==> config.mk <==
export PLATFORM = sky130hd
export DESIGN_NAME = fds_snd_filter
export DESIGN_NICKNAME = d
export VERILOG_FILES = /design/src/rtl/fds_snd_filter.sv
export SDC_FILE = /design/constraint.sdc
export NUM_CORES = 1
export LEC_CHECK = 0
export BUFFER_PORTS_ARGS = -buffer_cell sky130_fd_sc_hd__clkbuf_2
export CAP_MARGIN = 20
export CORE_MARGIN = 5
export CORE_UTILIZATION = 40
export DETAILED_ROUTE_END_ITERATION = 8
export PLACE_DENSITY = 0.63
export SYNTH_ARGS = -nofsm -noshare
export SYNTH_HDL_FRONTEND = slang
export SYNTH_SLANG_ARGS = --single-unit
==> constraint.sdc <==
create_clock -name clk -period 3.4 [get_ports clk]
set_input_delay 0.17 -clock clk [delete_from_list [all_inputs] [get_ports clk]]
set_output_delay 0.17 -clock clk [all_outputs]
set_load 0.01 [all_outputs]
==> src/rtl/fds_snd_filter.sv <==
// FDS output RC filter model: first-order IIR low-pass (alpha = 2^-SHIFT) updated every DIV clocks,
// with a registered sample for the mixer and a first-order sigma-delta bitstream for a pin.
module fds_snd_filter #(
    parameter int W     = 12,
    parameter int DIV   = 24,
    parameter int SHIFT = 4
) (
    input  logic         clk,
    input  logic         rst,
    input  logic [W-1:0] snd_in,
    input  logic         bypass,
    output logic [W-1:0] snd_out,
    output logic         smp_stb,
    output logic         pdm_out
);

    localparam int AW = W + SHIFT;

    // acc holds y * 2^SHIFT; subtracting first keeps the sum inside AW bits
    function automatic logic [AW-1:0] iir_step(input logic [AW-1:0] a, input logic [W-1:0] x);
        return a - (a >> SHIFT) + AW'(x);
    endfunction

    function automatic logic [W-1:0] trunc_y(input logic [AW-1:0] a);
        return W'(a >> SHIFT);
    endfunction

    logic [15:0]   div_ctr;
    logic          upd;

    logic [W-1:0]  x_p0;
    logic          byp_p0;
    logic          vld_p0;

    logic [AW-1:0] acc;
    logic [W-1:0]  x_p1;
    logic          byp_p1;
    logic          vld_p1;

    logic [W:0]    pdm_acc;
    logic [W:0]    pdm_sum;

    assign upd = (div_ctr == 16'(DIV - 1));

    always_ff @(posedge clk or posedge rst) begin
        if (rst) begin
            div_ctr <= '0;
        end else if (upd) begin
            div_ctr <= '0;
        end else begin
            div_ctr <= div_ctr + 16'd1;
        end
    end

    // Stage p0: capture the input sample and bypass mode at the update tick
    always_ff @(posedge clk or posedge rst) begin
        if (rst) begin
            x_p0   <= '0;
            byp_p0 <= 1'b0;
            vld_p0 <= 1'b0;
        end else begin
            vld_p0 <= upd;
            if (upd) begin
                x_p0   <= snd_in;
                byp_p0 <= bypass;
            end
        end
    end

    // Stage p1: filter update; the filter keeps tracking even while bypassed
    always_ff @(posedge clk or posedge rst) begin
        if (rst) begin
            acc    <= '0;
            x_p1   <= '0;
            byp_p1 <= 1'b0;
            vld_p1 <= 1'b0;
        end else begin
            vld_p1 <= vld_p0;
            if (vld_p0) begin
                acc    <= iir_step(acc, x_p0);
                x_p1   <= x_p0;
                byp_p1 <= byp_p0;
            end
        end
    end

    // Stage p2: output register, loaded in the cycle the strobe is high
    always_ff @(posedge clk or posedge rst) begin
        if (rst) begin
            snd_out <= '0;
        end else if (vld_p1) begin
            snd_out <= byp_p1 ? x_p1 : trunc_y(acc);
        end
    end

    assign smp_stb = vld_p1;

    // Sigma-delta runs every clock; the carry out of the add is the output bit
    assign pdm_sum = {1'b0, pdm_acc[W-1:0]} + (W+1)'(snd_out);

    always_ff @(posedge clk or posedge rst) begin
        if (rst) begin
            pdm_acc <= '0;
        end else begin
            pdm_acc <= pdm_sum;
        end
    end

    assign pdm_out = pdm_acc[W];

endmodule

* Word level (Yosys, flattened, before mapping)
Index checks and enable logic that the tools add are counted.
Storage, ports and cells: bits in registers 85, input bits 15, output and inout bits 14, logic and storage cells 17
Cells by class: add/sub/neg operators 4, equal/unequal tests 1, mux-type cells 2
Operator list (count):
- $add 16x1->16 const B | 1
- $add 16x12->16 | 1
- $eq 16x5->1 const B | 1
- $mux 16 | 1
- $sub 16x12->16 | 1
- $add 12x12->13 | 1
- $mux 12 | 1

* Logic depth before layout (Yosys ltp)
depth in word-level cells 2, depth in mapped cells 12, gate-level depth less buffers 12

* Worst setup path before layout
OpenSTA, ideal clock, no wires.
kind reg-to-reg, start point reg x_p0[1], end point reg acc[12], library setup time 0.069 ns, arrival time 2.531 ns, data required time 3.331 ns, slack 0.800 ns, stages on the path, launching flop included 10, path buffers 0, clock period less this slack 2.600 ns, cells stage by stage dfrtp_1 > inv_1 > fa_1 > fa_1 > nor2b_4 > o31ai_2 > a21o_1 > and3b_1 > or4b_1 > nand3_1
Between the ends: word-level cells in the longest chain between the ends 1
Ends and longest elaborated chain:
- start, declared | RTL line 31 | logic [W-1:0] x_p0;
- start signal, assigned | RTL line 64 | x_p0 <= snd_in;
- $add 16x12->16 | RTL line 21 | return a - (a >> SHIFT) + AW'(x);
- end signal, assigned | RTL line 80 | acc <= iir_step(acc, x_p0);
- end, declared | RTL line 35 | logic [AW-1:0] acc;
Every way passes these cells. A chain may end at the register's enable or synchronous reset.

* Worst setup path in the final report
start point reg x_p0[2], end point reg acc[10]
The elaborated chain is that of the path after synthesis.

==> metrics.txt <==
status=finished, final reports clean; number of buffers added on ports=28; Worst Setup Path Type=reg -> reg; total chip power=5.66 mW; final core occ=0.461; top cells by count, synth=dfrtp_1, inv_1, nor2_1; Post-DRT Antenna Nets=0; Final Hold Viols=0; WHS=0.0243 ns; Worst setup SP type=flop; CTS Buf Count=9; area of all placed cells without fillers=0.00557 mm²; Seq pwr share=0.247; Area Overhead vs Synth=12.6%; final setup fails=0; Initial DRC Count=~220; Pre-antenna DRT Iters=4; Post-synth EDFFs=0; share of layout cells above drive strength 1=0.150; Rows=40; cell with the most instances after synthesis=dfrtp_1; Max-Cap Viols=0; Syn Area/Cell=between 10 and 15 µm²; Die X=roughly 120 µm; Post-synth ARST share=1.00; setup_tns=0 ns; crit path time final=2.80 ns; Seq/Total Area, Yosys=0.430; synth top area cells=dfrtp_1, ha_1, fa_1; Clk Latency, worst-skew pair=roughly 0.35 ns; cell mode on critical path=inv_1; Netlist cell types=60; cell-internal power=roughly 3.2 mW; gr usage total=0.145; post-synth top area cell=dfrtp_1; largest net degree at the start of global routing=between 40 and 50; Sw Pwr=roughly 2.4 mW; clock sink count=85; # diodes=0; crit end category=flop; Setup Skew=roughly 0.0077 ns; H-tree depth=3; PwrDens=slightly above 1000 mW/mm²; Clock Tree Buf Depth=2; Final Max Tran Viols=0; Net Sw Frac=0.428; root buffer cell=clkbuf_16; vias in the first global route=approximately 3400; CTS tree=done; Setup WS post-layout=between 0.6 and 0.7 ns; worst endpoint data arrival time=3.03 ns; DIE HEIGHT=around 120 µm; clk slew on worst S/H paths=around 0.060 ns; Via density=approximately 5.0; Clk pwr share=0.176; I/O pin count=29; hold crit path type=in -> reg; pin slew with the least headroom to its limit=between 0.8 and 0.9 ns; Syn. warnings=0; die area=around 0.015 mm²; cell count after synthesis=between 400 and 500; wire per inst=approximately 14 µm; Peak Freq=0.358 GHz; first-pass GRT wire length=~17000 µm; RSZ-0062 raised after global routing=false; worst-path fanout max=4; post-synth top area share=0.430; DRC viols=0; worst slack, placed=slightly above 0.6 ns; fin nets=578; synthesized cell area=a little under 0.005 mm²; DP Cell Count=677; crit-path cells=inv_1 -> fa_1 -> inv_1 -> ha_1 -> nor2b_4 -> o31ai_2 -> a21o_1 -> a211oi_1 -> or3_1 -> a31o_2; Leakage Power=~2.7 nW; Synth Flop Type=dfrtp_1; initial antenna violation count=0; Routed WL=a little under 10000 µm; Crit path required time=~3.6 ns; vias after detailed routing=about 3500; Starting Density=0.410; dpl hpwl=7380 µm; grt ovf=0; Final period util=0.823; Synth Register Bits=between 80 and 90; combinational share of power=0.577; maximum VDD drop=between 0.3 and 0.4 mV; core area=0.0121 mm²; Placer Congestion=0.841; Slew HR=0.465; post-route insts no fill=between 600 and 700; CP max stage delay=between 0.5 and 0.6 ns; slowest CP cell=fa_1; Placed Area=approximately 0.0053 mm²; syn_nets=between 500 and 600
## routing by layer
metal	vias to the layer above	global-route usage	wire length [µm]
li1	1731	-	-
met5	-	0	0
met3	12	0.0303	300
met2	39	0.230	4740
met4	0	0.0609	169
met1	1702	0.193	4600
## cell families after synthesis
kind of cell,share of synthesized area
buf+inv,0.0570
mux,0.0681
simple gates,0.128
xor+xnor,0.0532
flops,0.430
compound gates,0.138
fa+ha+maj,0.126
## layout by cell type (no fill, tap or decap), drive strengths merged, types with 3 or more instances in the layout
cell	instances
a211oi	6
a21o	11
a21oi	27
a2bb2oi	3
a31o	3
and3	7
buf	4
clkbuf	38
clkinv	4
dfrtp	85
fa	13
ha	29
inv	58
mux2	15
mux2i	16
nand2	30
nand3	13
nand4	4
nor2	48
nor3	8
o211ai	3
o21a	3
o21ai	32
o31ai	3
or3	4
xnor2	19
xor2	11
## worst paths after layout
kind	end	depth (start not counted)	slack [ns]	startpoint
max in group asynchronous	acc[0]	4	2.23	rst
min in group asynchronous	snd_out[9]	3	0.32	rst
hold reg to reg	pdm_acc[0]	1	0.47	pdm_acc[0]
setup reg to reg	acc[10]	10	0.60	x_p0[2]
hold / removal	x_p0[4]	3	0.02	snd_in[4]
setup / recovery	acc[10]	10	0.60	x_p0[2]
## power by group through the flow
| stage | Clock (mW) | Sequential, mW | Combinational (mW) |
|---|---|---|---|
| finish | 0.995 | 1.40 | 3.27 |
| global route | 1.07 | 1.43 | 3.71 |
| floorplan | 0 | 1.37 | 2.61 |
| global placement | 0 | 1.41 | 3.14 |
| CTS | 1.02 | 1.40 | 3.28 |
| detailed placement | 0 | 1.42 | 3.22 |
## flip-flops by register name, indices dropped and copies added, names as in the netlist
signal	cells
pdm_acc	13
byp_p0	1
vld_p0	1
acc	16
div_ctr	16
snd_out	12
smp_stb	1
x_p1	12
byp_p1	1
x_p0	12
## area by class of cell
type	instances	area, µm²
Timing Repair Buffer	33	180
Clock inverter	6	70.1
Tap cell	168	210
Clock buffer	10	229
Fill cell	1131	6500
Sequential cell	85	2130
Inverter	57	215
Multi-Input combinational cell	335	2530
## worst max-delay path: cells and delay by family, from the launching register on
kind | cells | cell delay (ns)
compound gates | 4 | 0.86
fa+ha+maj | 2 | 0.89
buf+inv | 2 | 0.13
flops | 1 | 0.36
simple gates | 2 | 0.46
## what timing repair did
action                                  4_1_cts  5_1_grt
endpoints found under the setup margin        0        0
endpoints found under the hold margin        19        0
hold buffers                                  1        0
resized for setup                             0        0
setup buffers                                 0        0
Power figures use the tool's default switching activity.
